**src/rtl/serial_sub_pkg.sv**
```systemverilog
// rtl/serial_sub_pkg.sv - shared state encoding and default width for serial_sub_ctrl
package serial_sub_pkg;

  localparam int DEFAULT_WIDTH = 8;

  typedef enum logic [1:0] {
    ST_IDLE = 2'b00,
    ST_RUN  = 2'b01,
    ST_DONE = 2'b10
  } state_t;

endpackage

```
**src/rtl/serial_sub_ctrl_fs_cell.sv**
```systemverilog
// rtl/serial_sub_ctrl_fs_cell.sv - one-bit full subtractor from two half subtractors
module half_subtractor (
  input  logic x,
  input  logic y,
  output logic d,
  output logic bo
);
  assign d  = x ^ y;
  assign bo = ~x & y;
endmodule

module fs_cell (
  input  logic ai,
  input  logic bi,
  input  logic bin,
  output logic d,
  output logic bout
);
  logic w_d1, w_b1, w_b2;

  half_subtractor u_hs0 (.x(ai),   .y(bi),  .d(w_d1), .bo(w_b1));
  half_subtractor u_hs1 (.x(w_d1), .y(bin), .d(d),    .bo(w_b2));

  assign bout = w_b1 | w_b2;
endmodule

```
**src/rtl/serial_sub_ctrl.sv**
```systemverilog
// rtl/serial_sub_ctrl.sv - bit-serial a-b controller, one bit per cycle LSB first
// Optional registered zero flag port enabled by SERIAL_SUB_ZERO_FLAG_EN
module serial_sub_ctrl
  import serial_sub_pkg::*;
#(
  parameter int WIDTH = DEFAULT_WIDTH
) (
  input  logic             clk,
  input  logic             rst_n,
  input  logic             start,
  input  logic [WIDTH-1:0] a,
  input  logic [WIDTH-1:0] b,
  output logic             busy,
  output logic             done,
  output logic [WIDTH-1:0] diff,
  output logic             borrow
`ifdef SERIAL_SUB_ZERO_FLAG_EN
  ,
  output logic             zero
`endif
);
  localparam int CW = $clog2(WIDTH);
  localparam logic [CW-1:0] LAST = CW'(WIDTH - 1);

  state_t           r_state, w_state_nxt;
  logic [CW-1:0]    r_cnt;
  logic [WIDTH-1:0] r_a, r_b, r_diff;
  logic             r_borrow;
  logic             w_accept, w_run, w_last, w_d, w_bout;

  fs_cell u_fs_cell (
    .ai  (r_a[0]),
    .bi  (r_b[0]),
    .bin (r_borrow),
    .d   (w_d),
    .bout(w_bout)
  );

  always_ff @(posedge clk) begin
    if (!rst_n) r_state <= ST_IDLE;
    else        r_state <= w_state_nxt;
  end

  always_comb begin
    w_state_nxt = r_state;
    w_accept    = 1'b0;
    w_run       = 1'b0;
    w_last      = (r_cnt == LAST);
    busy        = 1'b0;
    done        = 1'b0;
    case (r_state)
      ST_IDLE: if (start) begin
        w_accept    = 1'b1;
        w_state_nxt = ST_RUN;
      end
      ST_RUN: begin
        busy  = 1'b1;
        w_run = 1'b1;
        if (w_last) w_state_nxt = ST_DONE;
      end
      ST_DONE: begin
        done        = 1'b1;
        w_state_nxt = ST_IDLE;
      end
      default: w_state_nxt = ST_IDLE;
    endcase
  end

  // Operands shift right so the cell always sees the current bit at index 0
  always_ff @(posedge clk) begin
    if (!rst_n) begin
      r_cnt    <= '0;
      r_a      <= '0;
      r_b      <= '0;
      r_diff   <= '0;
      r_borrow <= 1'b0;
    end else if (w_accept) begin
      r_cnt    <= '0;
      r_a      <= a;
      r_b      <= b;
      r_diff   <= '0;
      r_borrow <= 1'b0;
    end else if (w_run) begin
      r_diff[r_cnt] <= w_d;
      r_borrow      <= w_bout;
      r_a           <= r_a >> 1;
      r_b           <= r_b >> 1;
      if (!w_last) r_cnt <= r_cnt + CW'(1);
    end
  end

  assign diff   = r_diff;
  assign borrow = r_borrow;

`ifdef SERIAL_SUB_ZERO_FLAG_EN
  logic r_zero;

  // The MSB is still in flight on the final edge, so fold w_d in directly
  always_ff @(posedge clk) begin
    if (!rst_n)                r_zero <= 1'b1;
    else if (w_run && w_last)  r_zero <= ~(w_d | (|r_diff[WIDTH-2:0]));
  end

  assign zero = r_zero;
`endif

endmodule
```
**config.mk**
```make
export PLATFORM = sky130hd
export DESIGN_NAME = serial_sub_ctrl
export DESIGN_NICKNAME = d
export VERILOG_FILES = /design/src/rtl/serial_sub_pkg.sv /design/src/rtl/serial_sub_ctrl_fs_cell.sv /design/src/rtl/serial_sub_ctrl.sv
export SDC_FILE = /design/constraint.sdc
export NUM_CORES = 1
export LEC_CHECK = 0
export ABC_AREA = 1
export BUFFER_PORTS_ARGS = -buffer_cell sky130_fd_sc_hd__buf_2
export CAP_MARGIN = 5
export CORE_MARGIN = 5
export CORE_UTILIZATION = 54
export DETAILED_ROUTE_END_ITERATION = 10
export PLACE_DENSITY = 0.79
export SLEW_MARGIN = 20
export SYNTH_ARGS = -nofsm -noshare
export SYNTH_HDL_FRONTEND = slang
export SYNTH_SLANG_ARGS = --single-unit
```
**constraint.sdc**
```tcl
create_clock -name clk -period 1.4 [get_ports clk]
set_input_delay 0.14 -clock clk [delete_from_list [all_inputs] [get_ports clk]]
set_output_delay 0.14 -clock clk [all_outputs]
set_load 0.05 [all_outputs]
```
==> impl_results.md <==
- First-pass GRT wire length: 5.39 mm
- Worst-margin pin slew: 0.427 ns
- Number of vias per cell after detailed routing: 4.90
- Kind of capture point of the worst setup path: primary output
- Post-Route Skew: 0.00229 ns
- Total clock buffers created by CTS: 5
- Detailed placement HPWL: 2.26 mm
- Worst reg2reg startpoint: r_b[0]
- Cells taking the most area after synthesis: dfxtp_1, nand2_1, nand3_1, a21oi_1, inv_1
- Width of the chip: 62.7 um
- I/O pin count: 30
- Max Clock Freq: 762 MHz
- Portion of the post-synthesis area used by sequential elements: 40.1%
- Worst-case clock buffer depth: 2
- Routed via count: 1,445
- Total wire length: 3.08 mm
- P_leak: 0.906 nW
- Clock tree root driver cell: clkbuf_4
- Internal reg-to-reg setup slack: 0.11 ns
- Largest fanout of any net on the critical path: 12
- Clock sink total: 30
- Number of remaining DRC errors: 0
- Hold Crit Class: in -> reg
- Weighted congestion at the end of routability-driven global placement: 0.808
- Commonest non-fill, non-tap cells in the layout: nand2_1, nand3_1, buf_2
- Destination of the worst register-to-register timing path: diff[4]
- Initial cell density of the core: 55.3%
- Number of failing setup endpoints in the final timing report: 0
- Yosys reg bits: 30
- PortBufs: 29
- Post-Place Cell Area: 1710 sq um
- Area share of the largest cell type after synthesis: 40.1%
- Overflow after GRT: 0
- Most common cell after layout, fill and taps aside: nand2_1
- CTS tree: built
- VDD IR-drop max: 0.000900 V
- Total power: 1.69 mW
- Pin count of the biggest net entering global routing: 17
- Placeable core area: 2710 sq um
- Reg area: 613 sq um
- Crit Path Category: reg -> out
- Cells on worst reg2reg path: 6
- Post-DR wirelength/cell: 10.4 um
- Critical path capture point: done
- Filler Cell Count: 254
- Number of hold violations in the final report: 0
- Synth Area per Inst: 6.57 sq um
- Row Count: 19
- Nets: 286
- H-tree levels: 2
- Power Dens Cells: 947 nW/um^2
- Final number of max-transition violations: 0
- Number of antenna violations at the first check in global routing: 0
- Worst EP required: 1.26 ns
- DR iter-0 viols: 79
- Number of distinct library cell variants in the gate-level netlist after synthesis: 21
- Area growth from synthesis to layout: 19.2%
- Critical Path Start Type: flop
- Total global routing track utilization: 17.1%
- Number of placed instances with taps included: 287
- Data arrival at the endpoint of the critical path: 1.17 ns
- Vias in the first global route: 1,278
- Area of combinational cells with multiple inputs: 736 sq um
- Initial DRT Pass Iterations: 5
- Worst setup path startpoint: r_state[1]
- Area of the die: 3930 sq um
- Slew Limit Headroom: 71.4%
- Min cycle time layout: 1.31 ns
- Latest clock arrival within the worst-skew pair: 0.32 ns
- RSZ-0062 raised after global routing: no
- Final worst path period share: 93.8%
- Total negative slack for setup checks: 0 ns
- Syn. warnings: 0
- Number of standard cells after synthesis: 228
- Number of nets with antenna violations after detailed routing: 0
- Leading area contributor after synthesis: dfxtp_1
- Clock transition at the registers of the reported paths: 0.09 ns
- Max cap viols: 0
- Summed area of non-filler cells in the final layout: 1790 sq um
- Total nets after synthesis: 250
- Antenna Diode Count: 0
- Final std cells w/o fill: 295
- Y dimension of the die: 62.7 um
- Result of the run: completed
- Fraction of final layout cells sized beyond drive strength 1: 22.7%
- Netlist area before placement: 1500 sq um
## cell type report
class	count	share of cell area, %
well taps	31	2.17
inverters	31	6.51
clock buffers	7	2.52
repair buffers	38	13.3
flip-flops and latches	30	34.3
multi-input cells	158	41.2
## report_power, final
group	internal, mW	switching (mW)	total, mW
registers	0.893	0.0257	0.919
clock network	0.189	0.280	0.469
logic	0.118	0.187	0.304
total	1.20	0.492	1.69
## Yosys cell counts
| library cell | number |
|---|---|
| clkinv_1 | 1 |
| inv_1 | 27 |
| fa_1 | 1 |
| nor2_4 | 1 |
| ha_1 | 2 |
| dfxtp_1 | 30 |
| nand2_2 | 3 |
| o21ai_0 | 1 |
| buf_2 | 4 |
| nor2_1 | 26 |
| buf_6 | 2 |
| inv_2 | 3 |
| nand3_1 | 30 |
| clkbuf_1 | 1 |
| a21oi_1 | 21 |
| nor2_2 | 1 |
| buf_4 | 1 |
| nor3_1 | 1 |
| nand2_1 | 70 |
| clkbuf_2 | 1 |
| o21ai_4 | 1 |
## worst max-delay path, cell delays in order, from the launching register on
cell and delay [ns]:
dfxtp_4 0.36, inv_2 0.05, buf_4 0.18, nor2_2 0.10, buf_6 0.16
## routing by layer
metal,routed length [um],up-vias,global-route usage [%]
li1,-,774,-
met5,0,-,0
met3,176,8,4.50
met4,76,0,9.55
met1,1470,629,21.8
met2,1360,34,26.0
## logic make-up (layout without fill, tap and decap cells)
logic type                 after synthesis  count (layout)  share of synthesized area, %
and+or+nand+nor                        132             132                          36.8
buffers and inverters                   40              76                          11.7
DFF                                     30              30                          40.1
AOI/OAI and AO/OA                       23              23                          8.43
adders and majority gates                3               3                          3.00
## timing repair
item                       CTS  global route
setup endpoints to repair    2            10
pin swaps                    0             0
gates resized for setup      5             7
hold buffers                 0             0
buffers inserted             0             1
gates cloned                 0             0
## worst min-delay path by stage
stage	slack (ns)	start	cells after the start	endpoint
6_report	0.05	a[7]	3	r_a[7]
5_1_grt	0.05	a[7]	3	r_a[7]
3_5_place_dp	0.39	b[7]	3	r_b[7]
2_1_floorplan	0.28	a[7]	2	r_a[7]
3_3_place_gp	0.39	b[7]	3	r_b[7]
4_1_cts	0.04	b[7]	3	r_b[7]
## registers in the layout (all words and copies together), names as in the netlist
signal   cells
diff         8
r_b          8
borrow       1
r_state      2
r_cnt        3
r_a          8
## stage by stage
| step | utilization [%] | hold WS, ns | setup slack [ns] |
|---|---|---|---|
| finish | 65.9 | 0.0489 | 0.0868 |
| global route | 65.9 | 0.0513 | 0.0166 |
| CTS | 65.0 | 0.0358 | 0.0135 |
| detailed placement | 62.9 | 0.393 | 0.0562 |
| global placement | 62.9 | 0.390 | 0.0673 |
| floorplan | - | 0.283 | 0.0366 |
No activity file was read; power rests on OpenSTA's default activity.
